[src/rtl/gu_mod_counter.sv]
// Programmable terminal-count counter with WRAP / SATURATE / ONESHOT modes, parallel load,
// tc pulse and sticky overflow. Optional tick prescaler: define GU_MOD_COUNTER_PRESCALER_EN.
module gu_mod_counter #(
  parameter int BITS          = 10,
  parameter int PRESCALE_BITS = 8
) (
  input  logic                     clk,
  input  logic                     reset,
  input  logic                     clear,
  input  logic                     enable,
  input  logic [1:0]               mode,
  input  logic [BITS-1:0]          limit,
  input  logic                     start,
  input  logic                     load,
  input  logic [BITS-1:0]          load_value,
  input  logic [PRESCALE_BITS-1:0] prescale_div,
  output logic [BITS-1:0]          count,
  output logic                     tc,
  output logic                     overflow,
  output logic                     busy,
  output logic                     done
);

  typedef enum logic [1:0] {IDLE, RUN, DONE} state_e;
  typedef enum logic [1:0] {M_WRAP = 2'd0, M_SAT = 2'd1, M_ONESHOT = 2'd2, M_RSVD = 2'd3} mode_e;

  state_e          state_q, state_d;
  logic [BITS-1:0] count_q, count_d, count_plus;
  logic            tc_q, tc_d, ovf_q, ovf_d;
  logic            tick, at_term, is_oneshot, start_eff, presc_clr;
  mode_e           mode_s;

  assign mode_s     = mode_e'(mode);
  assign is_oneshot = (mode_s == M_ONESHOT);
  assign start_eff  = start && is_oneshot;
  assign at_term    = (count_q >= limit);
  // Only evaluated when count < limit, so it can never roll over.
  assign count_plus = count_q + BITS'(1);

`ifdef GU_MOD_COUNTER_PRESCALER_EN
  logic [PRESCALE_BITS-1:0] presc_q, presc_d;

  assign tick = enable && (presc_q == prescale_div);

  always_comb begin
    presc_d = presc_q;
    if (presc_clr)   presc_d = '0;
    else if (enable) presc_d = tick ? '0 : presc_q + PRESCALE_BITS'(1);
  end

  always_ff @(posedge clk) begin
    if (reset) presc_q <= '0;
    else       presc_q <= presc_d;
  end
`else
  logic unused_presc;
  assign unused_presc = ^prescale_div;
  assign tick         = enable;
`endif

  always_comb begin
    // NOTE: every comb output gets a default first so no path leaves it unassigned (no latch).
    count_d   = count_q;
    tc_d      = 1'b0;
    ovf_d     = ovf_q;
    state_d   = state_q;
    presc_clr = 1'b0;

    if (clear) begin
      count_d   = '0;
      ovf_d     = 1'b0;
      state_d   = IDLE;
      presc_clr = 1'b1;
    end else if (load) begin
      count_d   = load_value;
      presc_clr = 1'b1;
    end else if (start_eff) begin
      count_d   = '0;
      state_d   = RUN;
      presc_clr = 1'b1;
    end else if (tick) begin
      case (mode_s)
        M_SAT: begin
          if (!at_term) begin
            count_d = count_plus;
            tc_d    = (count_plus == limit);
          end
        end
        M_ONESHOT: begin
          if (state_q == RUN) begin
            if (!at_term) begin
              count_d = count_plus;
            end else begin
              tc_d    = 1'b1;
              state_d = DONE;
            end
          end
        end
        default: begin
          if (at_term) begin
            count_d = '0;
            tc_d    = 1'b1;
            ovf_d   = 1'b1;
          end else begin
            count_d = count_plus;
          end
        end
      endcase
    end

    // The FSM only lives in ONESHOT; any other mode parks it in IDLE.
    if (!is_oneshot) state_d = IDLE;
  end

  always_ff @(posedge clk) begin
    // NOTE: sequential state uses non-blocking assignments so all flops sample pre-edge values.
    if (reset) begin
      count_q <= '0;
      tc_q    <= 1'b0;
      ovf_q   <= 1'b0;
      state_q <= IDLE;
    end else begin
      count_q <= count_d;
      tc_q    <= tc_d;
      ovf_q   <= ovf_d;
      state_q <= state_d;
    end
  end

  assign count    = count_q;
  assign tc       = tc_q;
  assign overflow = ovf_q;
  assign busy     = (state_q == RUN);
  assign done     = (state_q == DONE);

endmodule

[config.mk]
export PLATFORM = sky130hd
export DESIGN_NAME = gu_mod_counter
export DESIGN_NICKNAME = d
export VERILOG_FILES = /design/src/rtl/gu_mod_counter.sv
export SDC_FILE = /design/constraint.sdc
export NUM_CORES = 1
export LEC_CHECK = 0
export BUFFER_PORTS_ARGS = -buffer_cell sky130_fd_sc_hd__buf_2
export CORE_MARGIN = 3
export CORE_UTILIZATION = 40
export DETAILED_ROUTE_END_ITERATION = 12
export PLACE_DENSITY = 0.72
export SYNTH_ARGS = -nofsm -noshare
export SYNTH_HDL_FRONTEND = slang
export SYNTH_SLANG_ARGS = --single-unit
[constraint.sdc]
create_clock -name clk -period 4.6 [get_ports clk]
set_clock_uncertainty 0.05 [all_clocks]
set_input_delay 0.46 -clock clk [delete_from_list [all_inputs] [get_ports clk]]
set_output_delay 0.46 -clock clk [all_outputs]
set_load 0.1 [all_outputs]
==> impl_metrics.tcl, run 1 <==
set metrics [dict create \
    tightest_slew_ns 0.709 \
    p_leak_nw 0.735 \
    grt_pass1_vias 1308 \
    clkTransAtPathRegs_ns 0.09 \
    finalWorstPathRequiredPeriod_ns 2.53 \
    first_iter_violations 116 \
    core_area_mm2 0.00313 \
    crit_path_end_kind "register" \
    synth-main-ff-cell "dfxtp_1" \
    start_util_pct 43.0 \
    synth_top_area_share_pct 20.8 \
    syn_area_mm2 0.00135 \
    finalWirelength_um 3460 \
    globalplace.congestion 0.807 \
    yosysWarnings 0 \
    outcome "completed" \
    crit_path_start_kind "register" \
    synth-async-reset-ratio_pct 0 \
    wl_met1_um 1630 \
    yosysSeqAreaShare_pct 20.8 \
    root_buffer "clkbuf_4" \
    reg2reg_slack_ns 2.07 \
    ctsLongestPathBuffers 2 \
    fin_util_pct 52.4 \
    crit_required_ns 4.78 \
    dpl.hpwl_um 2800 \
    irDropWorstVdd_v 0.0000993 \
    wire_per_inst_um 13.3 \
    cts_tree "done" \
    syn_area_per_cell_um2 7.83 \
    cts_hold_buf 0 \
    h-tree-depth 1 \
    hp-class "input pin to register" \
    synth.largest_area_cell "dfxtp_1" \
    finalCritPeriodShare_pct 54.9 \
    max_freq_mhz 396 \
    regToRegEndpoint "count[8]" \
    rsz0062_at_grt "false" \
    hold_depth 3 \
    worstPathArrival_ns 2.71 \
    p_per_area_mw_per_mm2 196 \
    cp_max_fo 9 \
    highest_layer "met4" \
    area_growth_pct 21.7 \
    r2r_start "count[7]" \
    io-pin-count 50 \
    cts.sinks 14 \
    setup_violations 0 \
    grt_overflow 0 \
    grt_pass1_wl_um 5660 \
    cts_setup_buffers 0 \
    synth_seq_cells 14 \
    dr.pass1.iters 4 \
    synth-edff-count 0 \
    clock_latency_ns 0.29 \
    critPathKind "register to register" \
    total_power_mw 0.322 \
    diodes 0 \
    vias 1473 \
    dieWidth_um 64.0 \
    dieHeight_um 64.0 \
    final_antenna_net_count 0 \
    track_usage_pct 17.3 \
    nets 266 \
    synth_cell_types 47 \
    layout-drive-gt1-share_pct 25.0 \
    syn_inst 172 \
    hp-start "load_value[6]" \
    drv_cap 0 \
    viasPerCell 5.67 \
    tns_ns 0 \
    drc_errors 0 \
    drv_slew 0 \
    portBuffers 41 \
    grt_start_max_net_pins 11 \
    cts_buffers 3 \
    maxSlewHeadroom_pct 52.5 \
    wl_met3_um 168 \
    antenna_found_initial 0 \
    fp.dieArea_mm2 0.00410 \
    synthTopCellsByArea "dfxtp_1, ha_1, nand2_1" \
    num_rows 20 \
    wl_met2_um 1600 \
    reg2regPathDepth 7 \
    design_area_mm2 0.00164 \
    place_area_mm2 0.00160 \
    finalHoldViolCount 0 \
    synth_nets 221 \
    worstHoldEndpoint "count[6]" \
    post_cts_resized 0 \
]
-- how the worst max path moves through the flow --
stage / start / endpoint / depth (start not counted)
after global placement: limit[5] / count[8] / 8
after detailed placement: limit[7] / count[8] / 9
after floorplan: count[7] / count[8] / 7
after global routing: count[0] / count[8] / 8
after CTS: count[7] / count[8] / 7
final: count[7] / count[8] / 7
-- where the power goes --
part	switching (mW)	leakage [nW]	internal [mW]
registers	0.00617	0.114	0.124
logic	0.0634	0.600	0.0336
clock network	0.0459	0.0210	0.0483
total	0.116	0.735	0.206
-- cell type report --
type                    count  area (um2)
multi-input cells         143        1010
clock buffers               4        36.3
flip-flops and latches     14         280
repair buffers             41         205
inverters                  14        52.6
well taps                  44        55.1
fillers                   332        1490
-- kinds of logic after synthesis --
group                      after synthesis  share of synthesized area [%]
xor gates and xnor gates                10                           6.51
AOI/OAI and AO/OA                       48                           26.6
DFF                                     14                           20.8
adders and majority gates               13                           12.1
buffers and inverters                   15                           4.18
and+or+nand+nor                         72                           29.8
-- sequential cells by signal (all words and copies together), names as in the netlist --
| name | cells |
|---|---|
| count | 10 |
| state_q | 2 |
| overflow | 1 |
| tc | 1 |
-- synth_stat cells (3+ instances only) --
library cell / count
a21oi_1: 8
a31oi_1: 4
dfxtp_1: 14
ha_1: 13
inv_1: 14
nand2_1: 20
nand3_1: 9
nand4_1: 7
nor2_1: 7
nor3_1: 3
nor4_1: 3
o211ai_1: 5
o21ai_0: 7
o31ai_1: 4
or4_1: 4
xnor2_1: 8
-- worst max-delay path, stage by stage, from the launching register on --
cell,delay (ns)
dfxtp_1,0.51
ha_1,0.32
a211o_1,0.28
o211ai_2,0.08
o311ai_0,0.23
a31oi_1,0.65
o311ai_1,0.24
o211ai_2,0.11
-- cell usage in the layout, fill, tap and decap left out, types with 3 or more instances in the layout --
cell type | Yosys | final
a31oi_1 | 4 | 4
inv_1 | 14 | 14
a21oi_1 | 8 | 8
o21ai_0 | 7 | 7
nand2_1 | 20 | 20
xnor2_1 | 8 | 8
nand4_1 | 7 | 7
or4_1 | 4 | 4
nand3_1 | 9 | 9
buf_2 | 0 | 41
dfxtp_1 | 14 | 14
o31ai_1 | 4 | 4
ha_1 | 13 | 13
nor3_1 | 3 | 3
o211ai_1 | 5 | 5
clkbuf_4 | 0 | 3
nor2_1 | 7 | 7
nor4_1 | 3 | 3
-- through the flow --
step | setup WS [ns] | std cells | hold WS, ns
floorplan | 1.68 | 172 | 0.417
global placement | 1.98 | 256 | 0.413
detailed placement | 1.96 | 256 | 0.416
CTS | 2.07 | 260 | 0.312
global route | 1.88 | 260 | 0.319
finish | 2.07 | 260 | 0.306
-- routing by layer --
layer  up-vias  GRT usage, %
li1        747             -
met1       681          22.9
met2        38          27.9
met3         7          2.64
met4         0          6.74
met5         -             0
(Power assumes the default switching activity.)
==> inputs of run 2 (changes only) <==
--- a/config.mk
+++ b/config.mk
@@ -5,11 +5,12 @@
 export SDC_FILE = /design/constraint.sdc
 export NUM_CORES = 1
 export LEC_CHECK = 0
+export ABC_AREA = 1
 export BUFFER_PORTS_ARGS = -buffer_cell sky130_fd_sc_hd__buf_2
 export CORE_MARGIN = 3
 export CORE_UTILIZATION = 40
 export DETAILED_ROUTE_END_ITERATION = 12
-export PLACE_DENSITY = 0.72
+export PLACE_DENSITY = 0.7
 export SYNTH_ARGS = -nofsm -noshare
 export SYNTH_HDL_FRONTEND = slang
 export SYNTH_SLANG_ARGS = --single-unit
==> constraint.sdc (replaced) <==
create_clock -name clk -period 2.4 [get_ports clk]
set_clock_uncertainty 0.05 [all_clocks]
set_input_delay 0.24 -clock clk [delete_from_list [all_inputs] [get_ports clk]]
set_output_delay 0.24 -clock clk [all_outputs]
set_load 0.1 [all_outputs]
==> run 2 against run 1 <==
  * Sequential share of layout area shrank 1.5 points
  * Die area grew 12%
  * Combinational power grew to 2.8 times the previous value
  * Sequential power grew 96%
  * Critical path type unchanged
  * Area after synthesis grew 14%
==> impl_metrics.tcl, run 2 <==
set metrics [dict create \
    tns_ns 0 \
    finalCritPeriodShare_pct 84.5 \
    synth-main-ff-cell "dfxtp_1" \
    cts_buffers 3 \
    post_cts_resized 0 \
    clkTransAtPathRegs_ns 0.06 \
    p_per_area_mw_per_mm2 414 \
    vias 1727 \
    grt_pass1_vias 1557 \
    viasPerCell 4.71 \
    total_power_mw 0.762 \
    rsz0062_at_grt "false" \
    outcome "completed" \
    layout-drive-gt1-share_pct 23.4 \
    syn_inst 278 \
    drv_slew 0 \
    cts.sinks 14 \
    layout_common_cells "nand2_1, nor2_1, buf_2" \
    ctsLongestPathBuffers 2 \
    io-pin-count 50 \
    synth_most_common_cell "nand2_1" \
    finalWirelength_um 3750 \
    irDropWorstVdd_v 0.000218 \
    clock_latency_ns 0.24 \
    hp-class "input pin to register" \
    num_rows 21 \
    wire_per_inst_um 10.2 \
    critPathKind "register to register" \
    root_buffer "clkbuf_8" \
    first_iter_violations 92 \
    area_growth_pct 20.3 \
    cts_setup_buffers 0 \
    grt_pass1_wl_um 6570 \
    cts_tree "done" \
    cts_hold_buf 0 \
    finalWorstPathRequiredPeriod_ns 2.03 \
    yosysWarnings 0 \
    cp_max_fo 20 \
    h-tree-depth 1 \
    synth-edff-count 0 \
    diodes 0 \
    syn_area_mm2 0.00153 \
    grt_start_max_net_pins 21 \
    worstPathArrival_ns 2.11 \
    synth-async-reset-ratio_pct 0 \
    crit_required_ns 2.49 \
    dpl.hpwl_um 3120 \
    maxSlewHeadroom_pct 67.8 \
    max_freq_mhz 493 \
    max_stage_delay_ns 0.37 \
    syn_area_per_cell_um2 5.50 \
    finalHoldViolCount 0 \
    drc_errors 0 \
    synth_cell_types 22 \
    synth_top_area_share_pct 24.8 \
    fin_util_pct 52.6 \
    dieHeight_um 67.8 \
    grt_overflow 0 \
    core_area_mm2 0.00349 \
    synth_nets 327 \
    synth.largest_area_cell "nand2_1" \
    dr.pass1.iters 4 \
    synthTopCellsByCount "nand2_1, nor2_1, inv_1, nand3_1, dfxtp_1" \
    antenna_found_initial 0 \
    crit_chain "inv_2, ha_1, nand2_1, nand3_1, nand3_1, nand2_1, nor2_2, inv_2, nand2_2, nand3_4, nor2_1, nor2_1" \
    setup_violations 0 \
    start_util_pct 43.8 \
    p_leak_nw 1.07 \
    portBuffers 41 \
    drv_cap 0 \
    tightest_slew_ns 0.486 \
    synthTopCellsByArea "nand2_1, dfxtp_1, nor2_1" \
    nets 371 \
    crit_path_start_kind "register" \
    synth_seq_cells 14 \
    globalplace.congestion 0.892 \
    dieWidth_um 67.8 \
    nFillCells 381 \
    final_antenna_net_count 0 \
    fp.dieArea_mm2 0.00460 \
    track_usage_pct 18.1 \
    crit_path_end_kind "register" \
    yosysSeqAreaShare_pct 18.3 \
    final_common_cell "nand2_1" \
    largest_register_ffs 10 \
    crit_slowest_cell "dfxtp_2" \
]
[run 2: cell count changes after synthesis, moves of 8 or more]
cell     delta
nand3_1    +23
xnor2_1     -8
inv_1      +24
nor2_1     +38
nand2_1    +81
nand2_2    +12
[run 2: stage by stage]
| stage | instances | instance area [um2] | worst slack (ns) | hold slack, ns |
|---|---|---|---|---|
| after global placement | 363 | 1780 | 0.374 | 0.386 |
| after global routing | 367 | 1840 | 0.160 | 0.270 |
| after detailed placement | 363 | 1780 | 0.356 | 0.385 |
| after CTS | 367 | 1840 | 0.383 | 0.245 |
| after floorplan | 278 | 1540 | 0.00589 | 0.360 |
| final | 367 | 1840 | 0.372 | 0.243 |
[run 2: final cells by class]
type | instances | area, um2 | area share, %
Multi-Input combinational cell | 217 | 1060 | 57.6
Sequential cell | 14 | 287 | 15.6
Clock buffer | 4 | 55.1 | 2.99
Tap cell | 46 | 57.6 | 3.13
Inverter | 43 | 161 | 8.78
Timing Repair Buffer | 43 | 220 | 12.0
[run 2: kinds of logic (layout without fill, tap and decap cells)]
kind of cell    count (synthesis)  in the layout  share of synthesized area (%)
buf+inv                        47             90                           12.6
compound gates                  7              7                           3.03
simple gates                  197            197                           55.4
flops                          14             14                           18.3
fa+ha+maj                      13             13                           10.6
[run 2: report_power, final]
part / internal (mW) / switching, mW / leakage (nW)
logic: 0.0821 / 0.191 / 0.925
clock network: 0.145 / 0.0870 / 0.0288
registers: 0.243 / 0.0140 / 0.116
[run 2: layer usage]
metal	vias to the layer above	GRT usage, %	routed length [um]
met5	-	0	0
met4	0	5.46	62
met3	8	1.64	257
met2	54	29.4	1580
met1	724	25.3	1850
li1	941	-	-
[run 2: path summary, 6_finish.rpt]
| check | depth (start not counted) | slack (ns) | to | startpoint |
|---|---|---|---|---|
| max reg2reg | 12 | 0.37 | count[5] | count[0] |
| min reg2reg | 2 | 0.40 | overflow | overflow |
| min | 5 | 0.24 | count[9] | load_value[9] |
| max | 12 | 0.37 | count[5] | count[0] |
[run 2: critical path: cells and delay by family (launching register included)]
kind,cells,cell delay (ns)
buffers and inverters,2,0.16
flip-flops,1,0.37
adder cells (fa/ha/maj),1,0.29
AND/OR/NAND/NOR,9,1.06
